===== src/rtl/modulo_controlador_reabastecimento_rolhas_if.sv =====
// Operator stock-request channel: valid/ready handshake plus a rejection pulse.
interface modulo_controlador_reabastecimento_rolhas_if;
  logic       load_valid;
  logic       load_op;
  logic [6:0] load_value;
  logic       load_ready;
  logic       load_err;

  modport master (
    output load_valid,
    output load_op,
    output load_value,
    input  load_ready,
    input  load_err
  );

  modport slave (
    input  load_valid,
    input  load_op,
    input  load_value,
    output load_ready,
    output load_err
  );
endinterface


===== src/rtl/modulo_controlador_reabastecimento_rolhas.sv =====
// Cork-supply controller: dispenser/stock counters, operator stock requests and a
// timed refill FSM moving one cork per T_TRANSFER cycles from stock to dispenser.
module modulo_controlador_reabastecimento_rolhas #(
  parameter int MAX_PRINCIPAL  = 20,
  parameter int LIMIAR_MIN     = 5,
  parameter int MAX_SECUNDARIO = 99,
  parameter int T_TRANSFER     = 4
) (
  input  logic       clk,
  input  logic       clr,
  input  logic       enable,
  input  logic       consome,
  modulo_controlador_reabastecimento_rolhas_if.slave bus,
  output logic [4:0] reg_principal,
  output logic [6:0] reg_secundario,
  output logic       ro,
  output logic       min_signal,
  output logic       alimentando
);

  localparam int TW = (T_TRANSFER > 1) ? $clog2(T_TRANSFER) : 1;
  localparam logic [4:0]    MAX_P  = 5'(MAX_PRINCIPAL);
  localparam logic [4:0]    LIM_P  = 5'(LIMIAR_MIN);
  localparam logic [7:0]    MAX_S  = 8'(MAX_SECUNDARIO);
  localparam logic [TW-1:0] T_LOAD = TW'(T_TRANSFER - 1);

  typedef enum logic {IDLE, FEED} state_t;

  state_t        state_q;
  logic [TW-1:0] timer_q;
  logic [4:0]    principal_q, principal_d;
  logic [6:0]    secundario_q, secundario_d;
  logic          err_q;

  logic       handshake, accept, start, move, cons;
  logic [7:0] sum8;

  assign reg_principal  = principal_q;
  assign reg_secundario = secundario_q;
  assign ro             = (principal_q == 5'd0);
  assign min_signal     = (principal_q <= LIM_P);
  assign alimentando    = (state_q == FEED);
  assign bus.load_ready = (state_q == IDLE);
  assign bus.load_err   = err_q;

  // 8-bit sum keeps an oversized add from wrapping into an apparently legal value
  assign sum8      = {1'b0, secundario_q} + {1'b0, bus.load_value};
  assign handshake = bus.load_valid & bus.load_ready;
  assign accept    = handshake & (bus.load_op ? (bus.load_value <= secundario_q)
                                              : (sum8 <= MAX_S));
  assign start     = enable & min_signal & (secundario_q != 7'd0);
  assign move      = (state_q == FEED) & enable & (timer_q == '0) & (secundario_q != 7'd0);
  assign cons      = consome & (principal_q != 5'd0);

  always_comb begin
    principal_d = principal_q;
    if (move && !cons)
      principal_d = principal_q + 5'd1;
    else if (cons && !move)
      principal_d = principal_q - 5'd1;

    secundario_d = secundario_q;
    if (move)
      secundario_d = secundario_q - 7'd1;
    else if (accept)
      secundario_d = bus.load_op ? (secundario_q - bus.load_value) : sum8[6:0];
  end

  always_ff @(posedge clk or posedge clr) begin
    if (clr) begin
      state_q      <= IDLE;
      timer_q      <= '0;
      principal_q  <= 5'd0;
      secundario_q <= 7'd0;
      err_q        <= 1'b0;
    end else begin
      principal_q  <= principal_d;
      secundario_q <= secundario_d;
      err_q        <= handshake & ~accept;
      case (state_q)
        IDLE: begin
          // An operator request wins; refill is re-evaluated on the following cycle
          if (!handshake && start) begin
            state_q <= FEED;
            timer_q <= T_LOAD;
          end
        end
        FEED: begin
          if (!enable) begin
            state_q <= IDLE;
            timer_q <= '0;
          end else if (timer_q == '0) begin
            timer_q <= T_LOAD;
            if (principal_d == MAX_P || secundario_d == 7'd0) begin
              state_q <= IDLE;
              timer_q <= '0;
            end
          end else begin
            timer_q <= timer_q - 1'b1;
          end
        end
        default: begin
          state_q <= IDLE;
          timer_q <= '0;
        end
      endcase
    end
  end

endmodule


===== src/flat_wrapper.sv =====
// flat-port wrapper written by rule: the top's interface ports become plain ports
module modulo_controlador_reabastecimento_rolhas_flat 
#(
  parameter int MAX_PRINCIPAL  = 20,
  parameter int LIMIAR_MIN     = 5,
  parameter int MAX_SECUNDARIO = 99,
  parameter int T_TRANSFER     = 4
)
  (clk, clr, enable, consome, reg_principal, reg_secundario, ro, min_signal, alimentando, bus_load_valid, bus_load_op, bus_load_value, bus_load_ready, bus_load_err);
  modulo_controlador_reabastecimento_rolhas_if bus_i ();
  input  logic clk;
  input  logic clr;
  input  logic enable;
  input  logic consome;
  output logic [4:0] reg_principal;
  output logic [6:0] reg_secundario;
  output logic ro;
  output logic min_signal;
  output logic alimentando;
  input wire logic [$bits(bus_i.load_valid)-1:0] bus_load_valid;
  input wire logic [$bits(bus_i.load_op)-1:0] bus_load_op;
  input wire logic [$bits(bus_i.load_value)-1:0] bus_load_value;
  output wire logic [$bits(bus_i.load_ready)-1:0] bus_load_ready;
  output wire logic [$bits(bus_i.load_err)-1:0] bus_load_err;
  assign bus_i.load_valid = bus_load_valid;
  assign bus_i.load_op = bus_load_op;
  assign bus_i.load_value = bus_load_value;
  assign bus_load_ready = bus_i.load_ready;
  assign bus_load_err = bus_i.load_err;
  modulo_controlador_reabastecimento_rolhas #(.MAX_PRINCIPAL(MAX_PRINCIPAL), .LIMIAR_MIN(LIMIAR_MIN), .MAX_SECUNDARIO(MAX_SECUNDARIO), .T_TRANSFER(T_TRANSFER)) u_core (.clk(clk), .clr(clr), .enable(enable), .consome(consome), .bus(bus_i), .reg_principal(reg_principal), .reg_secundario(reg_secundario), .ro(ro), .min_signal(min_signal), .alimentando(alimentando));
endmodule

===== config.mk =====
export PLATFORM = sky130hd
export DESIGN_NAME = modulo_controlador_reabastecimento_rolhas_flat
export DESIGN_NICKNAME = d
export VERILOG_FILES = /design/src/rtl/modulo_controlador_reabastecimento_rolhas_if.sv /design/src/rtl/modulo_controlador_reabastecimento_rolhas.sv /design/src/flat_wrapper.sv
export SDC_FILE = /design/constraint.sdc
export NUM_CORES = 1
export LEC_CHECK = 0
export BUFFER_PORTS_ARGS = -buffer_cell sky130_fd_sc_hd__buf_2
export CAP_MARGIN = 5
export CORE_ASPECT_RATIO = 1.25
export CORE_MARGIN = 2
export CORE_UTILIZATION = 61
export CTS_CLUSTER_DIAMETER = 100
export DETAILED_ROUTE_END_ITERATION = 7
export GPL_ROUTABILITY_DRIVEN = 0
export PLACE_DENSITY_LB_ADDON = 0.1
export SYNTH_ARGS = -nofsm -noshare
export SYNTH_HDL_FRONTEND = slang
export SYNTH_SLANG_ARGS = --single-unit

===== constraint.sdc =====
create_clock -name clk -period 5.6 [get_ports clk]
set_clock_uncertainty 0.05 [all_clocks]
set_input_delay 1.68 -clock clk [delete_from_list [all_inputs] [get_ports clk]]
set_output_delay 1.68 -clock clk [all_outputs]
set_load 0.05 [all_outputs]

==> results.cfg <==
[cts]
path_clk_slew_ps = 90
cts_setup_buffers = 0
cts_buffers = 3
cts_tree = done
ctsResizeCount = 0
root_buffer = clkbuf_4
htree_levels = 1
clk-insertion-delay-late_ps = 300
hold_buffers = 0
clk_path_buf_depth = 2
cts.sinks = 16

[placement]
dp_hpwl_um = 3260
dp_slack_ps = 866
portBuffers = 29
place_inst = 279

[worst_setup_path]
worstPathMaxFanout = 14
startpoint = bus_load_value[0]
setup.worst_path.end = u_core.timer_q[1]
path_class = in -> reg
reg2regPathDepth = 12
r2r-end = u_core.timer_q[1]
rrSetupSlack_ps = 2140
r2r_start = u_core.reg_secundario[0]
worstPathRequired_ps = 5720
cp-start-kind = input pin
worst_setup_path_end_kind = register
critPathArrivalTime_ps = 4550

[finish]
area_growth_pct = 10.8
final_nets = 282
fin_util_pct = 69.6
final_cells = 283
fillers = 273
layout-drive-gt1-share_pct = 16.6
antenna_cells = 0
multi_input_area_sq_mm = 0.00127
regArea_sq_um = 400

[die]
initial_core_util_pct = 62.8
rows = 22
die_x_um = 52.6
die_area_sq_mm = 0.00340
die_h_um = 64.7
core_sq_mm = 0.00286
ios = 30

[detailed_routing]
ant_nets = 0
wl_um = 4010
vias = 1684
dr.pass1.iters = 4
drc = 0
drtIter0Drc = 29
vias_per_cell = 5.95
routedWlPerCell_um = 14.2

[timing]
slew_headroom_pct = 55.8
rsz0062_at_grt = no
setup_viol = 0
layout_setup_ws_ps = 1170
drv_slew = 0
fin_crit_ps = 4430
worst_pin_slew_ps = 654
finalHoldViolCount = 0
fmax_ghz = 0.226
timing.final.crit_share_pct = 79.1
setup_tns_ps = 0

[grt]
grt_max_degree = 17
grt_pass1_vias = 1552
grt_usage_pct = 25.3
grt-ovfl-total = 0
grt_pass1_wl_um = 6600
antenna_found_initial = 0

[power_and_ir_drop]
switching_share_pct = 57.3
seq_power_share_pct = 21.3
pwr_density_cell_mw_per_mm2 = 621
clkPwrFrac_pct = 6.3
ir_worst_vdd_v = 0.000393
total_power_mw = 1.24
p_int_mw = 0.528
switching_power_mw = 0.710
p_leak_nw = 0.924
pwr-share-comb_pct = 72.4

[synthesis]
async_reset_ff_share_pct = 100
synth_cell_type_count = 55
synthFlopType = dfrtp_1
synth_edf_count = 0
synth_cells = 219
ys_seq_area_share_pct = 22.3
yosysWarnings = 0
ys_ff_latch = 16
syn-num-nets = 253
synth_area_sq_mm = 0.00180
avgSynthCellArea_sq_um = 8.22

[hold_path]
min_path_cells = 2
hp-class = reg -> reg

[job]
drv_cap = 0

[status]
status = complete, no violations
metal layers:
layer  global-route usage (%)  up-vias  share of wire (%)
li1                         -      846                  -
met1                     28.4      793                 41
met2                     47.3       36                 54
met3                    0.691        9                2.4
met4                     11.9        0                2.7
met5                        0        -                  0
how the worst min path moves through the flow:
stage	end	slack [ps]	from
after CTS	u_core.timer_q[1]	570	u_core.timer_q[1]
after floorplan	u_core.timer_q[1]	470	u_core.timer_q[1]
after global placement	u_core.timer_q[1]	510	u_core.timer_q[1]
after global routing	u_core.timer_q[1]	600	u_core.timer_q[1]
after detailed placement	u_core.timer_q[1]	540	u_core.timer_q[1]
final	u_core.timer_q[1]	560	u_core.timer_q[1]
through the flow:
step                instance area [sq um]  hold slack (ps)
floorplan                            1800              468
global placement                     1960              507
finish                               1990              560
detailed placement                   1960              536
CTS                                  1990              565
global route                         1990              596
cell usage in the layout, fill, tap and decap left out, types with 5 or more instances in the layout:
| master | synthesis | layout |
|---|---|---|
| o21ai_0 | 12 | 12 |
| nor2_1 | 20 | 20 |
| and2_1 | 5 | 5 |
| nor3_1 | 6 | 6 |
| a21oi_1 | 14 | 14 |
| buf_2 | 2 | 29 |
| nor2b_1 | 7 | 7 |
| nand2_1 | 8 | 8 |
| inv_1 | 23 | 23 |
| xnor2_1 | 5 | 5 |
| xor2_1 | 5 | 5 |
| ha_1 | 19 | 19 |
| nand2b_1 | 6 | 6 |
| dfrtp_1 | 16 | 16 |
| nand3_1 | 10 | 10 |
synth_stat cells, types with 5 or more instances:
| master | n | area share (%) |
|---|---|---|
| nor2b_1 | 7 | 2.4 |
| xor2_1 | 5 | 2.4 |
| nor2_1 | 20 | 4.2 |
| a21oi_1 | 14 | 3.9 |
| nand2b_1 | 6 | 2.1 |
| xnor2_1 | 5 | 2.4 |
| nand3_1 | 10 | 2.8 |
| and2_1 | 5 | 1.7 |
| nor3_1 | 6 | 1.7 |
| dfrtp_1 | 16 | 22 |
| ha_1 | 19 | 13 |
| o21ai_0 | 12 | 3.3 |
| nand2_1 | 8 | 1.7 |
| inv_1 | 23 | 4.8 |
power groups by stage:
stage	Sequential [mW]	Clock, mW	Combinational [mW]
after CTS	0.263	0.0785	0.897
after detailed placement	0.265	0	0.893
final	0.263	0.0784	0.896
after global routing	0.275	0.0834	0.975
after floorplan	0.403	0	0.575
after global placement	0.264	0	0.887
cells by family (layout without fill, tap and decap cells):
group	count (synthesis)	in the layout	synth area share [%]
flops	16	16	22.3
xor+xnor	10	10	4.87
fa+ha+maj	21	21	15.4
simple gates	82	82	25.2
mux	2	2	1.18
compound gates	59	59	24.0
buf+inv	29	57	7.02
layout make-up:
cell class,instances,area share [%]
clock buffer,4,1.82
multi-input combinational,174,63.8
sequential,16,20.1
timing repair buffer,30,7.66
tap,36,2.26
inverter,23,4.33
worst max-delay path: stages:
cell,delay (ps)
buf_2,100
ha_1,170
inv_1,60
fa_1,460
o31ai_1,330
a21oi_1,130
o311ai_2,330
o211ai_4,210
mux2_1,330
a221o_1,300
nand4bb_1,210
nor2_1,150
o31ai_1,90
flip-flops by register name (all words and copies together), names as in the netlist:
signal	flops
u_core.reg_principal	5
u_core.alimentando	1
u_core.timer_q	2
u_core.reg_secundario	7
u_core.bus.load_err	1
No activity file was read; power rests on OpenSTA's default activity.
